## src/rtl/blit_pkg.sv

```systemverilog
// Shared widths, FSM encoding and payload structs for the rectangle blitter.
package blit_pkg;

    localparam int unsigned COLOUR_W = 6;
    localparam int unsigned XW       = 9;
    localparam int unsigned YW       = 8;
    localparam int unsigned ADDR_W   = 17;

    localparam logic [COLOUR_W-1:0] KEY_COLOUR_DEF = 6'b001100;

    typedef enum logic [1:0] {
        ST_IDLE,
        ST_ISSUE,
        ST_DRAIN,
        ST_DONE
    } blit_state_e;

    typedef struct packed {
        logic [XW-1:0]       x;
        logic [YW-1:0]       y;
        logic [COLOUR_W-1:0] colour;
    } pix_entry_t;

    typedef struct packed {
        logic [ADDR_W-1:0] base;
        logic [XW-1:0]     stride;
        logic [XW-1:0]     sx;
        logic [YW-1:0]     sy;
        logic [XW-1:0]     w;
        logic [YW-1:0]     h;
        logic [XW-1:0]     dx;
        logic [YW-1:0]     dy;
        logic              hflip;
        logic              key_en;
    } blit_cmd_t;

endpackage

```

## src/rtl/rect_scan.sv

```systemverilog
// Raster col/row counter over a rect_w x rect_h window; wraps to 0 after the last cell.
module rect_scan
    import blit_pkg::*;
(
    input  logic          clk,
    input  logic          reset_n,
    input  logic          clr,
    input  logic          en,
    input  logic [XW-1:0] rect_w,
    input  logic [YW-1:0] rect_h,
    output logic [XW-1:0] col,
    output logic [YW-1:0] row,
    output logic          last_c
);

    logic [XW-1:0] col_q, col_d;
    logic [YW-1:0] row_q, row_d;
    logic          col_last, row_last;

    assign col_last = (col_q == rect_w - XW'(1));
    assign row_last = (row_q == rect_h - YW'(1));
    assign last_c   = col_last && row_last;
    assign col      = col_q;
    assign row      = row_q;

    always_comb begin
        col_d = col_q;
        row_d = row_q;
        if (clr) begin
            col_d = '0;
            row_d = '0;
        end else if (en) begin
            if (col_last) begin
                col_d = '0;
                row_d = row_last ? '0 : row_q + YW'(1);
            end else begin
                col_d = col_q + XW'(1);
            end
        end
    end

    always_ff @(posedge clk or negedge reset_n) begin
        if (!reset_n) begin
            col_q <= '0;
            row_q <= '0;
        end else begin
            col_q <= col_d;
            row_q <= row_d;
        end
    end

endmodule

```

## src/rtl/blit_engine.sv

```systemverilog
// Rectangle copier: scans a source window, reads memory under a credit limit,
// and streams {x, y, colour} to the plotter through a small ready/valid FIFO.
module blit_engine
    import blit_pkg::*;
#(
    parameter int unsigned         RD_LAT     = 2,
    parameter logic [COLOUR_W-1:0] KEY_COLOUR = KEY_COLOUR_DEF,
    parameter int unsigned         FIFO_DEPTH = RD_LAT + 2
) (
    input  logic                clk,
    input  logic                reset_n,
    input  logic                go,
    input  logic [ADDR_W-1:0]   src_base,
    input  logic [XW-1:0]       src_stride,
    input  logic [XW-1:0]       src_x,
    input  logic [YW-1:0]       src_y,
    input  logic [XW-1:0]       rect_w,
    input  logic [YW-1:0]       rect_h,
    input  logic [XW-1:0]       dst_x,
    input  logic [YW-1:0]       dst_y,
    input  logic                hflip,
    input  logic                key_en,
    output logic                rd_en,
    output logic [ADDR_W-1:0]   rd_addr,
    input  logic [COLOUR_W-1:0] rd_data,
    output logic                pix_valid,
    input  logic                pix_ready,
    output logic [XW-1:0]       pix_x,
    output logic [YW-1:0]       pix_y,
    output logic [COLOUR_W-1:0] pix_colour,
    output logic                busy,
    output logic                done
);

    localparam int unsigned PW = $clog2(FIFO_DEPTH);
    localparam int unsigned CW = $clog2(FIFO_DEPTH + 1);
    localparam int unsigned IW = $clog2(RD_LAT + 1);

    blit_state_e      state_q, state_d;
    blit_cmd_t        cmd_q, cmd_d;
    logic             busy_q, busy_d, done_q, done_d;
    logic [IW-1:0]    infl_q, infl_d;
    logic [RD_LAT-1:0] pv_q, pv_d;
    pix_entry_t       pe_q [RD_LAT];
    pix_entry_t       pe_d [RD_LAT];
    pix_entry_t       fifo_q [FIFO_DEPTH];
    pix_entry_t       fifo_d [FIFO_DEPTH];
    logic [PW-1:0]    wr_ptr_q, wr_ptr_d, rd_ptr_q, rd_ptr_d;
    logic [CW-1:0]    cnt_q, cnt_d;

    logic             scan_clr, issue, credit_ok, scan_last, ret_valid, push, pop;
    logic [XW-1:0]    col, src_col;
    logic [YW-1:0]    row;
    pix_entry_t       ret_entry, head;

    rect_scan u_scan (
        .clk     (clk),
        .reset_n (reset_n),
        .clr     (scan_clr),
        .en      (issue),
        .rect_w  (cmd_q.w),
        .rect_h  (cmd_q.h),
        .col     (col),
        .row     (row),
        .last_c  (scan_last)
    );

    function automatic logic [PW-1:0] ptr_inc(input logic [PW-1:0] p);
        return (p == PW'(FIFO_DEPTH - 1)) ? '0 : p + PW'(1);
    endfunction

    // Occupancy plus reads in flight bounds what can land in the FIFO.
    assign credit_ok = (32'(cnt_q) + 32'(infl_q)) < FIFO_DEPTH;
    assign issue     = (state_q == ST_ISSUE) && credit_ok;
    assign src_col   = cmd_q.hflip ? (cmd_q.w - XW'(1) - col) : col;

    assign rd_en   = issue;
    assign rd_addr = cmd_q.base
                   + (ADDR_W'(cmd_q.sy) + ADDR_W'(row)) * ADDR_W'(cmd_q.stride)
                   + ADDR_W'(cmd_q.sx) + ADDR_W'(src_col);

    assign ret_valid = pv_q[RD_LAT-1];
    assign push      = ret_valid && !(cmd_q.key_en && (rd_data == KEY_COLOUR));
    assign head      = fifo_q[rd_ptr_q];
    assign pix_valid = (cnt_q != '0);
    assign pop       = pix_valid && pix_ready;

    assign pix_x      = head.x;
    assign pix_y      = head.y;
    assign pix_colour = head.colour;
    assign busy       = busy_q;
    assign done       = done_q;

    always_comb begin
        ret_entry        = pe_q[RD_LAT-1];
        ret_entry.colour = rd_data;
    end

    // Control FSM and command latch.
    always_comb begin
        state_d  = state_q;
        cmd_d    = cmd_q;
        scan_clr = 1'b0;
        case (state_q)
            ST_IDLE: begin
                if (go) begin
                    cmd_d = '{base: src_base, stride: src_stride, sx: src_x, sy: src_y,
                              w: rect_w, h: rect_h, dx: dst_x, dy: dst_y,
                              hflip: hflip, key_en: key_en};
                    scan_clr = 1'b1;
                    state_d  = (rect_w == '0 || rect_h == '0) ? ST_DONE : ST_ISSUE;
                end
            end
            ST_ISSUE: if (issue && scan_last) state_d = ST_DRAIN;
            ST_DRAIN: if (infl_q == '0 && cnt_q == '0) state_d = ST_DONE;
            ST_DONE:  state_d = ST_IDLE;
            default:  state_d = ST_IDLE;
        endcase
        busy_d = (state_d != ST_IDLE);
        done_d = (state_d == ST_DONE);
    end

    // Coordinate pipe matching memory latency, plus FIFO bookkeeping.
    always_comb begin
        pv_d[0]        = issue;
        pe_d[0]        = '{x: cmd_q.dx + col, y: cmd_q.dy + row, colour: '0};
        for (int i = 1; i < RD_LAT; i++) begin
            pv_d[i] = pv_q[i-1];
            pe_d[i] = pe_q[i-1];
        end
        infl_d   = infl_q + IW'(issue) - IW'(ret_valid);
        fifo_d   = fifo_q;
        wr_ptr_d = wr_ptr_q;
        rd_ptr_d = rd_ptr_q;
        if (push) begin
            fifo_d[wr_ptr_q] = ret_entry;
            wr_ptr_d         = ptr_inc(wr_ptr_q);
        end
        if (pop) rd_ptr_d = ptr_inc(rd_ptr_q);
        cnt_d = cnt_q + CW'(push) - CW'(pop);
    end

    always_ff @(posedge clk or negedge reset_n) begin
        if (!reset_n) begin
            state_q  <= ST_IDLE;
            cmd_q    <= '0;
            busy_q   <= 1'b0;
            done_q   <= 1'b0;
            infl_q   <= '0;
            pv_q     <= '0;
            wr_ptr_q <= '0;
            rd_ptr_q <= '0;
            cnt_q    <= '0;
            for (int i = 0; i < RD_LAT; i++) pe_q[i] <= '0;
            for (int i = 0; i < FIFO_DEPTH; i++) fifo_q[i] <= '0;
        end else begin
            state_q  <= state_d;
            cmd_q    <= cmd_d;
            busy_q   <= busy_d;
            done_q   <= done_d;
            infl_q   <= infl_d;
            pv_q     <= pv_d;
            wr_ptr_q <= wr_ptr_d;
            rd_ptr_q <= rd_ptr_d;
            cnt_q    <= cnt_d;
            for (int i = 0; i < RD_LAT; i++) pe_q[i] <= pe_d[i];
            for (int i = 0; i < FIFO_DEPTH; i++) fifo_q[i] <= fifo_d[i];
        end
    end

endmodule

```

## config.mk

```make
export PLATFORM = sky130hd
export DESIGN_NAME = blit_engine
export DESIGN_NICKNAME = d
export VERILOG_FILES = /design/src/rtl/blit_pkg.sv /design/src/rtl/rect_scan.sv /design/src/rtl/blit_engine.sv
export SDC_FILE = /design/constraint.sdc
export NUM_CORES = 1
export LEC_CHECK = 0
export CORE_ASPECT_RATIO = 0.6
export CORE_MARGIN = 8
export CORE_UTILIZATION = 30
export DETAILED_ROUTE_END_ITERATION = 8
export GPL_TIMING_DRIVEN = 0
export HOLD_SLACK_MARGIN = 0.15
export SLEW_MARGIN = 0
export SYNTH_ARGS = -nofsm -noshare
export SYNTH_HDL_FRONTEND = slang
export SYNTH_SLANG_ARGS = --single-unit
```

## constraint.sdc

```tcl
create_clock -name clk -period 19.6 [get_ports clk]
set_clock_uncertainty 0.05 [all_clocks]
set_input_delay 3.92 -clock clk [delete_from_list [all_inputs] [get_ports clk]]
set_output_delay 3.92 -clock clk [all_outputs]
set_load 0.01 [all_outputs]
```

## After elaboration in Yosys (flattened, before gate mapping)

Cells that the tools add are included.

| storage, ports and cells | value |
|---|---|
| output and inout port bits | 44 |
| bits in registers | 237 |
| logic and storage cells | 114 |
| bits of input ports | 89 |

| operators by class | value |
|---|---|
| order comparisons | 4 |
| reduce and logical (&&, ||, !) cells | 21 |
| equality and inequality tests | 9 |
| multipliers | 1 |
| multiplexer cells | 23 |
| bitwise logic cells | 2 |
| $add $sub $neg | 18 |

Operators by type and width:

| operator | count |
|---|---|
| 92-bit bitwise mux | 1 |
| 23-bit 2-to-1 mux | 3 |
| 23-bit binary-select mux with 2-bit select | 1 |
| 23-bit demux with 2-bit select | 1 |
| 9-bit 2-to-1 mux | 4 |
| 17-bit by 9-bit adder with 17-bit output | 2 |
| 8-bit 2-to-1 mux | 4 |
| 17-bit adder | 1 |
| 9-bit by 9-bit multiplier with 17-bit output | 1 |
| 2-bit 2-to-1 mux | 6 |
| 2-bit equality test, second input constant | 5 |
| 8-bit by 8-bit adder with 9-bit output | 1 |
| 9-bit by 1-bit adder with 9-bit output, second input constant | 1 |
| 9-bit adder | 1 |
| 9-bit equality test | 1 |
| 9-bit logical NOT | 1 |
| 9-bit by 1-bit subtractor with 9-bit output, second input constant | 1 |
| 9-bit subtractor | 1 |
| 8-bit by 1-bit adder with 8-bit output, second input constant | 1 |
| 8-bit adder | 1 |
| 8-bit equality test | 1 |
| 1-bit logical AND | 8 |
| 8-bit logical NOT | 1 |
| 2-bit one-hot mux with 4 select lines | 1 |
| other kinds (21) | 29 |

## Logic depth before layout (Yosys ltp)

Gate-level depths: netlist of run 1.

| logic depth | value |
|---|---|
| depth after elaboration | 7 |
| depth in mapped cells | 26 |
| mapped depth without buffers | 26 |

## Modules after synthesis

A second synthesis of run 1 with hierarchy kept.

| unflattened totals | value |
|---|---|
| cells, all modules | 1,240 |
| area, all modules | 14,750.4 µm² |

Modules (own cells, without submodules):

| module | cells an instance | instances | area each (µm²) |
|---|---|---|---|
| blit_engine | 1,065 | 1 | 13,256.5 |
| rect_scan | 175 | 1 | 1,493.9 |

## Least setup slack after synthesis of run 1

OpenSTA, ideal clock, no wires.

| timing path | value |
|---|---|
| path type | register -> output |
| start | register u_scan.row_q[1] (netlist: u_scan.row[1]) |
| end | output rd_addr[13] |
| buffers on the path | 1 |
| arrival time | 6,525 ps |
| cell stages (with the launch flop) | 23 |
| slack | 9,105 ps |
| path through | dfrtp_1 ha_1 a21o_1 a21oi_1 o21ai_0 a2111oi_0 or3_1 buf_2 mux2_2 fa_1 fa_1 fa_1 inv_1 fa_1 inv_1 fa_1 inv_1 ha_1 a211o_1 a31o_1 a221o_1 or4_1 nand4_1 |

| on the way | value |
|---|---|
| cells in the longest elaborated chain, start to end | 5 |

RTL lines:

| item | RTL line | RTL |
|---|---|---|
| start, declared | rect_scan.sv:17 | `logic [YW-1:0] row_q, row_d;` |
| start signal, assigned | rect_scan.sv:48 | `row_q <= row_d;` |
| 8-bit by 8-bit adder with 9-bit output | blit_engine.sv:79 | `+ (ADDR_W'(cmd_q.sy) + ADDR_W'(row)) * ADDR_W'(cmd_q.stride)` |
| 9-bit by 9-bit multiplier with 17-bit output | blit_engine.sv:79 |  |
| 17-bit adder | blit_engine.sv:79 |  |
| 17-bit by 9-bit adder with 17-bit output (2 in series) | blit_engine.sv:80 | `+ ADDR_W'(cmd_q.sx) + ADDR_W'(src_col);` |
| end, declared | blit_engine.sv:24 | `output logic [ADDR_W-1:0] rd_addr,` |

No other way between the ends.

## Final worst setup path of run 1

| timing path | value |
|---|---|
| start | register u_scan.row_q[0] (netlist: u_scan.row[0]) |
| end | output rd_addr[15] |

Same word-level chain as after synthesis.

==> results of run 1 <==
[flip-flops by register name (all words and copies together) (netlist names)]
signal      count
fifo_q         92
cmd_q          79
pe_d           17
pe_q           17
u_scan.col      9
u_scan.row      8
cnt_q           3
infl_q          2
pv_q            2
rd_ptr_q        2
state_q         2
wr_ptr_q        2
busy            1
done            1
[metal layers]
metal / global-route usage, % / vias to the layer above / wire length, µm
met5: 0 / - / 98
met4: 2.30 / 16 / 666
met3: 3.40 / 51 / 2180
met2: 19.8 / 164 / 16100
met1: 20.2 / 5077 / 19300
li1: - / 4663 / -
[power by group]
group | switching, µW | internal (µW)
registers | 85.8 | 610
logic | 429 | 452
clock network | 214 | 288
[path summary, 6_finish.rpt]
check | endpoint | slack (ns)
max | rd_addr[15] | 7.36
min | pe_q[9]$_DFF_PN0_ | 0.29
max reg2reg | u_scan.row[7]$_DFFE_PN0P_ | 16.38
min reg2reg | pe_q[9]$_DFF_PN0_ | 0.29
max in group asynchronous | cmd_q[9]$_DFFE_PN0P_ | 14.99
min in group asynchronous | fifo_q[49]$_DFFE_PN0P_ | 3.12
[critical path: stages, from the launching register on]
cell and delay [ns]:
sky130_fd_sc_hd__dfrtp_1 0.56, sky130_fd_sc_hd__ha_1 0.24, sky130_fd_sc_hd__inv_1 0.05, sky130_fd_sc_hd__fa_1 0.39, sky130_fd_sc_hd__nor2b_1 0.12, sky130_fd_sc_hd__o21ai_0 0.10
sky130_fd_sc_hd__o22ai_1 0.29, sky130_fd_sc_hd__nor2_1 0.09, sky130_fd_sc_hd__xnor2_1 0.64, sky130_fd_sc_hd__nand2_1 0.17, sky130_fd_sc_hd__fa_1 0.56, sky130_fd_sc_hd__fa_1 0.43
sky130_fd_sc_hd__fa_1 0.49, sky130_fd_sc_hd__inv_1 0.05, sky130_fd_sc_hd__fa_1 0.52, sky130_fd_sc_hd__inv_1 0.05, sky130_fd_sc_hd__fa_1 0.53, sky130_fd_sc_hd__inv_1 0.04
sky130_fd_sc_hd__ha_1 0.35, sky130_fd_sc_hd__a211o_1 0.32, sky130_fd_sc_hd__a31o_1 0.22, sky130_fd_sc_hd__a221o_1 0.40, sky130_fd_sc_hd__a311oi_1 0.38, sky130_fd_sc_hd__xnor2_1 0.17
sky130_fd_sc_hd__clkdlybuf4s50_1 0.56
[area by class of cell]
type | instances | area, µm² | area share [%]
multi-input cells | 841 | 8150 | 45.5
flip-flops and latches | 237 | 5930 | 33.1
repair buffers | 134 | 1380 | 7.71
well taps | 650 | 813 | 4.54
clock buffers | 31 | 711 | 3.96
inverters | 153 | 574 | 3.20
plain buffers | 46 | 196 | 1.10
clock inverters | 16 | 163 | 0.907
diodes | 2 | 5.00 | 0.0279
[cells in the mapped netlist (all sizes together), types with 3 or more instances]
| library cell | instances |
|---|---|
| xor2 | 19 |
| buf | 19 |
| a21oi | 25 |
| nor2b | 26 |
| fa | 85 |
| inv | 153 |
| mux2 | 160 |
| and3 | 8 |
| or4 | 4 |
| dfrtp | 237 |
| nor2 | 35 |
| or3 | 11 |
| a211o | 5 |
| o22ai | 7 |
| nand4 | 6 |
| o31ai | 5 |
| a31oi | 3 |
| nand2 | 86 |
| mux2i | 8 |
| o21ai | 38 |
| nand2b | 18 |
| xnor2 | 44 |
| ha | 90 |
| a21o | 11 |
| nand3 | 8 |
| mux4 | 23 |
| o21a | 11 |
| o31a | 3 |
| a21boi | 4 |
| and2 | 29 |
| nor3 | 30 |
| nor4 | 6 |
| clkbuf | 27 |
[stage by stage]
step / cells / total power (µW) / cell area, µm²
final: 2110 / 2080 / 17900
after global routing: 2109 / 2230 / 17900
after CTS: 2108 / 2120 / 17900
after detailed placement: 2061 / 1600 / 17000
after global placement: 2059 / 1580 / 17000
after floorplan: 1277 / 1240 / 14900
[cell families (layout without fill, tap and decap cells)]
| logic type | Yosys count | count (layout) | synth area share [%] |
|---|---|---|---|
| AO/OA/AOI/OAI | 137 | 137 | 6.21 |
| XOR/XNOR | 63 | 63 | 3.71 |
| adder cells (fa/ha/maj) | 175 | 175 | 19.0 |
| buffers and inverters | 199 | 380 | 5.19 |
| flip-flops | 237 | 237 | 39.9 |
| multiplexers | 191 | 191 | 16.2 |
| other | 0 | 2 | 0 |
| AND/OR/NAND/NOR | 275 | 275 | 9.77 |
==> out/metrics.yaml, run 1 <==
drcViolationCount: 0
maxCapViolCount: 0
finalSetupViolCount: 0
number_of_register_bits_inferred_by_synthesis: 237
pre_cts_worst_setup_slack_ns: 7.95
ctsResizeCount: 0
post_synth_arst_share_pct: 100
number_of_inserted_filler_cells_in_the_final_layout: 4795
grt_remaining_overflow: 0
synth_area_um2: 14900
most_used_cells_in_the_layout_excluding_fill_and_tap_cells: "sky130_fd_sc_hd__dfrtp_1, sky130_fd_sc_hd__mux2_2, sky130_fd_sc_hd__inv_1, sky130_fd_sc_hd__clkdlybuf4s50_1, sky130_fd_sc_hd__ha_1"
fin_crit_ns: 12.24
synth.net_count: 1541
count_of_cells_along_the_worst_hold_path: 0
holdCritStartpoint: "pe_d[9]$_DFF_PN0_"
detailed_routing_iterations_pass_1: 5
run_status: "complete, no violations"
worst_case_setup_margin_in_the_final_layout_ns: 7.36
detail_route.wl_per_cell_um: 18.2
final_report_max_slew_violation_count: 0
critical_path_arrival_ns: 8.27
grt_max_degree: 120
cts_hold_buffers: 0
syn_inst: 1277
track_usage_pct: 13.5
cts_num_sinks: 237
detailroute.via_count: 9971
ys_warn_count: 0
placeableCoreArea_um2: 49100
criticalPathCategory: "reg -> out"
clockBufferDepth: 3
finalCritPeriodShare_pct: 62.4
netlist-cell-type-count: 70
vias_in_the_first_global_route: 10568
clkSlewWorstSetupHoldPaths_ns: 0.07
crit-reg2reg-launch: "cmd_q[31]$_DFFE_PN0P_"
leakage_uw: 0.00836
chipWidth_um: 303
timing.max_slew.rel_slack_pct: 35.5
synth_area_leader_cell: "sky130_fd_sc_hd__dfrtp_1"
holdWs_ns: 0.292
worst_ir_drop_vdd_mv: 0.0593
post-dp-hpwl_um: 30300
design.portCount: 133
worstSetupStartpoint: "u_scan.row[0]$_DFFE_PN0P_"
totalNegativeSetupSlack_ns: 0
routed_via_density: 4.73
fp.dieArea_um2: 57100
timing.fmax_mhz: 81.7
post_cts_buffers: 0
rsz_0062_raised_after_global_routing: "no"
wirelength_um: 38400
num-nets-final: 1703
grt_antenna_before_repair: 10
max_slew.worst_pin.slew_ns: 0.968
layout_commonest_cell: "sky130_fd_sc_hd__dfrtp_1"
numCtsBuffers: 26
finalCoreUtilization_pct: 36.5
die_height_um: 188
gp_congestion: 0.821
final_layout_size_suffix_gt1_share_pct: 17.4
ys_top_cells_by_area: "sky130_fd_sc_hd__dfrtp_1, sky130_fd_sc_hd__mux2_2, sky130_fd_sc_hd__fa_1"
power_density_nw_per_um2: 116
syn2layout_area_growth_pct: 20.7
h-tree-depth: 1
route.antenna.remaining_nets: 0
finalHoldViolCount: 0
r2r_cells: 9
port_buffer_count: 132
sequential_to_total_area_share_from_yosys_stat_pct: 39.9
fp-row-count: 63
initial_core_utilization_pct: 30.2
yosys_top_cell_area_share_pct: 39.9
worstPathMaxFanout: 9
hold_path.class: "reg -> reg"
grt_first_pass_wirelength_um: 61100
crit_required_ns: 15.63
most_frequently_used_flop_master_after_synthesis: "sky130_fd_sc_hd__dfrtp_1"
cts_root_buf: "sky130_fd_sc_hd__clkbuf_16"
setup.worst_path.start_class: "flop"
syn_avg_cell_area_um2: 11.6
cts_tree: "done"
synth_enable_flop_cells: 0
critPathCaptureType: "output pin"
detailedRoute.firstIterationViolations: 566
clkLatencyLatePin_ns: 0.54
Power figures use the tool's default switching activity.
==> run 2: changes to the inputs <==
==> constraint.sdc (replaced) <==
create_clock -name clk -period 12.1 [get_ports clk]
set_clock_uncertainty 0.05 [all_clocks]
set_input_delay 2.42 -clock clk [delete_from_list [all_inputs] [get_ports clk]]
set_output_delay 2.42 -clock clk [all_outputs]
set_load 0.01 [all_outputs]
==> results of run 2 <==
The final DEF is identical to that of run 1. Status: complete, no violations.
Among the figures that moved: setup slack after placement 7.95 ns -> 1.95 ns; setup slack after layout 7.36 ns -> 1.36 ns; register-to-register setup slack 16.38 ns -> 8.88 ns; total power 2080 µW -> 3370 µW; worst IR drop on VDD 0.0593 mV -> 0.0961 mV
==> run 3: changes to the inputs <==
--- a/config.mk
+++ b/config.mk
@@ -11,7 +11,7 @@
 export DETAILED_ROUTE_END_ITERATION = 8
 export GPL_TIMING_DRIVEN = 0
 export HOLD_SLACK_MARGIN = 0.15
-export SLEW_MARGIN = 0
+export SLEW_MARGIN = 20
 export SYNTH_ARGS = -nofsm -noshare
 export SYNTH_HDL_FRONTEND = slang
 export SYNTH_SLANG_ARGS = --single-unit
==> constraint.sdc (replaced) <==
create_clock -name clk -period 12.81 [get_ports clk]
set_clock_uncertainty 0.05 [all_clocks]
set_input_delay 2.562 -clock clk [delete_from_list [all_inputs] [get_ports clk]]
set_output_delay 2.562 -clock clk [all_outputs]
set_load 0.01 [all_outputs]
==> run 3 against run 2 <==
Combinational power decreased by 6%. Critical endpoint unchanged. Cell area increased by 0.19%. Wire length is 0.27% lower. Via count rose by 0.32%. Clock power is 2% lower. Largest cell class unchanged. Sequential power decreased by 5%. Die area unchanged. Critical path depth did not move. First-iteration DRC count decreased by 2.7%. Register-to-register slack better by 0.66 ns.
==> out/metrics.yaml, run 3 (synthesis results as in run 1) <==
rsz_0062_raised_after_global_routing: "no"
track_usage_pct: 13.6  # +0.080 points
placeableCoreArea_um2: 49100  # unchanged
largest_register_ff_count: 92  # unchanged
wirelength_um: 38300  # -0.27%
detail_route.wl_per_cell_um: 18.1  # -0.31%
fp-row-count: 63  # unchanged
fp.dieArea_um2: 57100  # unchanged
vias_in_the_first_global_route: 10616  # +0.45%
cts_root_buf: "sky130_fd_sc_hd__clkbuf_16"
maxCapViolCount: 0  # unchanged
worst_ir_drop_vdd_mv: 0.115
criticalPathCategory: "reg -> out"
die_height_um: 188  # unchanged
layout_commonest_cell: "sky130_fd_sc_hd__dfrtp_1"
port_buffer_count: 132  # unchanged
initial_core_utilization_pct: 30.2  # unchanged
worst_case_setup_margin_in_the_final_layout_ns: 1.85
cts_hold_buffers: 0  # unchanged
worstPathMaxFanout: 9  # unchanged
cts_num_sinks: 237  # unchanged
ctsResizeCount: 0  # unchanged
detailed_routing_iterations_pass_1: 5  # unchanged
pre_cts_worst_setup_slack_ns: 2.47
largest_registers_ranked_by_flip_flop_count: "fifo_q: 92 flops, cmd_q: 79 flops"
chipWidth_um: 303  # unchanged
setup.worst_path.start_class: "flop"
clockBufferDepth: 3  # unchanged
grt_first_pass_wirelength_um: 61400  # +0.43%
routed_via_density: 4.74  # +0.27%
num-nets-final: 1703  # unchanged
numCtsBuffers: 26  # unchanged
finalCoreUtilization_pct: 36.6  # +0.069 points
run_status: "complete, no violations"
h-tree-depth: 1  # unchanged
crit_required_ns: 10.20
syn2layout_area_growth_pct: 20.9
cts_tree: "done"
timing.max_slew.rel_slack_pct: 26.2  # -9.3 points
fin_crit_ns: 10.96
grt_max_degree: 93  # -23%
detailedRoute.firstIterationViolations: 551  # -2.7%
clkLatencyLatePin_ns: 0.55  # about the same
leakage_uw: 0.00839  # +0.35%
max_flop_register: "fifo_q"
design.portCount: 133  # unchanged
most_used_cells_in_the_layout_excluding_fill_and_tap_cells: "sky130_fd_sc_hd__dfrtp_1, sky130_fd_sc_hd__mux2_2, sky130_fd_sc_hd__inv_1, sky130_fd_sc_hd__clkdlybuf4s50_1, sky130_fd_sc_hd__ha_1"
drcViolationCount: 0  # unchanged
finalSetupViolCount: 0  # unchanged
finalCritPeriodShare_pct: 85.5
hold_path.class: "reg -> reg"
critPathCaptureType: "output pin"
detailroute.via_count: 10003  # +0.32%
post_cts_buffers: 0  # unchanged
finalHoldViolCount: 0  # unchanged
design_power_total_uw: 3210
final_layout_size_suffix_gt1_share_pct: 17.4  # unchanged
timing.fmax_mhz: 91.3
gp_congestion: 0.821  # unchanged
route.antenna.remaining_nets: 0  # unchanged
grt_remaining_overflow: 0  # unchanged
power_density_nw_per_um2: 179
final_report_max_slew_violation_count: 0  # unchanged
post-dp-hpwl_um: 30300  # about the same
critical_path_arrival_ns: 8.34  # +0.07 ns
max_slew.worst_pin.slew_ns: 1.11  # +0.140 ns
clkSlewWorstSetupHoldPaths_ns: 0.06  # about the same
grt_antenna_before_repair: 14  # +4
==> run 3: per-layer routing <==
layer / share of wire (%) / vias to the layer above / track usage, %
met4: 1.6 / 20 / 2.06
li1: - / 4675 / -
met1: 49 / 5058 / 20.0
met5: 0.33 / - / 0
met2: 42 / 192 / 19.9
met3: 6.5 / 58 / 3.98
==> run 3: final timing paths <==
check                           cells after the start  slack, ns                       from                         to
worst max-delay path                               24       1.85  u_scan.row[0]$_DFFE_PN0P_                rd_addr[15]
worst min-delay path                                0       0.29          pe_d[9]$_DFF_PN0_          pe_q[9]$_DFF_PN0_
worst max register to register                      9       9.54      cmd_q[31]$_DFFE_PN0P_  u_scan.row[7]$_DFFE_PN0P_
worst min register to register                      0       0.29          pe_d[9]$_DFF_PN0_          pe_q[9]$_DFF_PN0_
max in group asynchronous                           3       9.50                    reset_n       cmd_q[9]$_DFFE_PN0P_
min in group asynchronous                           1       1.93                    reset_n     fifo_q[71]$_DFFE_PN0P_
==> run 3: layout make-up <==
class	instances	area, µm²
clock inverter	16	205
tap	650	813
clock buffer	31	699
buffer	46	196
fill	4808	31100
multi-input combinational	841	8150
sequential	237	5930
antenna	3	7.51
timing repair buffer	134	1380
inverter	153	574
==> run 3: worst max-delay path: stages, from the launching register on <==
cell and delay, ns:
sky130_fd_sc_hd__dfrtp_1 0.55, sky130_fd_sc_hd__ha_1 0.24, sky130_fd_sc_hd__inv_1 0.05, sky130_fd_sc_hd__fa_1 0.40, sky130_fd_sc_hd__nor2b_1 0.12, sky130_fd_sc_hd__o21ai_0 0.11
sky130_fd_sc_hd__o22ai_1 0.29, sky130_fd_sc_hd__nor2_1 0.09, sky130_fd_sc_hd__xnor2_1 0.67, sky130_fd_sc_hd__nand2_1 0.17, sky130_fd_sc_hd__fa_1 0.56, sky130_fd_sc_hd__fa_1 0.44
sky130_fd_sc_hd__fa_1 0.49, sky130_fd_sc_hd__inv_1 0.05, sky130_fd_sc_hd__fa_1 0.52, sky130_fd_sc_hd__inv_1 0.05, sky130_fd_sc_hd__fa_1 0.53, sky130_fd_sc_hd__inv_1 0.04
sky130_fd_sc_hd__ha_1 0.35, sky130_fd_sc_hd__a211o_1 0.32, sky130_fd_sc_hd__a31o_1 0.22, sky130_fd_sc_hd__a221o_1 0.40, sky130_fd_sc_hd__a311oi_1 0.39, sky130_fd_sc_hd__xnor2_1 0.17
sky130_fd_sc_hd__clkdlybuf4s50_1 0.55
==> run 3: where the power goes <==
part / internal, µW / switching [µW]
clock network: 473 / 323
logic: 690 / 655
registers: 934 / 132
total: 2100 / 1110
==> run 3: stage by stage <==
| step | setup TNS, ns | instances | hold WS [ns] | cell area (µm²) |
|---|---|---|---|---|
| after global routing | 0 | 2111 | 0.294 | 18000 |
| after detailed placement | 0 | 2061 | 0.287 | 17000 |
| after global placement | -275.52 | 2059 | 0.284 | 17000 |
| after floorplan | 0 | 1277 | 0.281 | 14900 |
| final | 0 | 2111 | 0.287 | 18000 |
| after CTS | 0 | 2108 | 0.291 | 18000 |
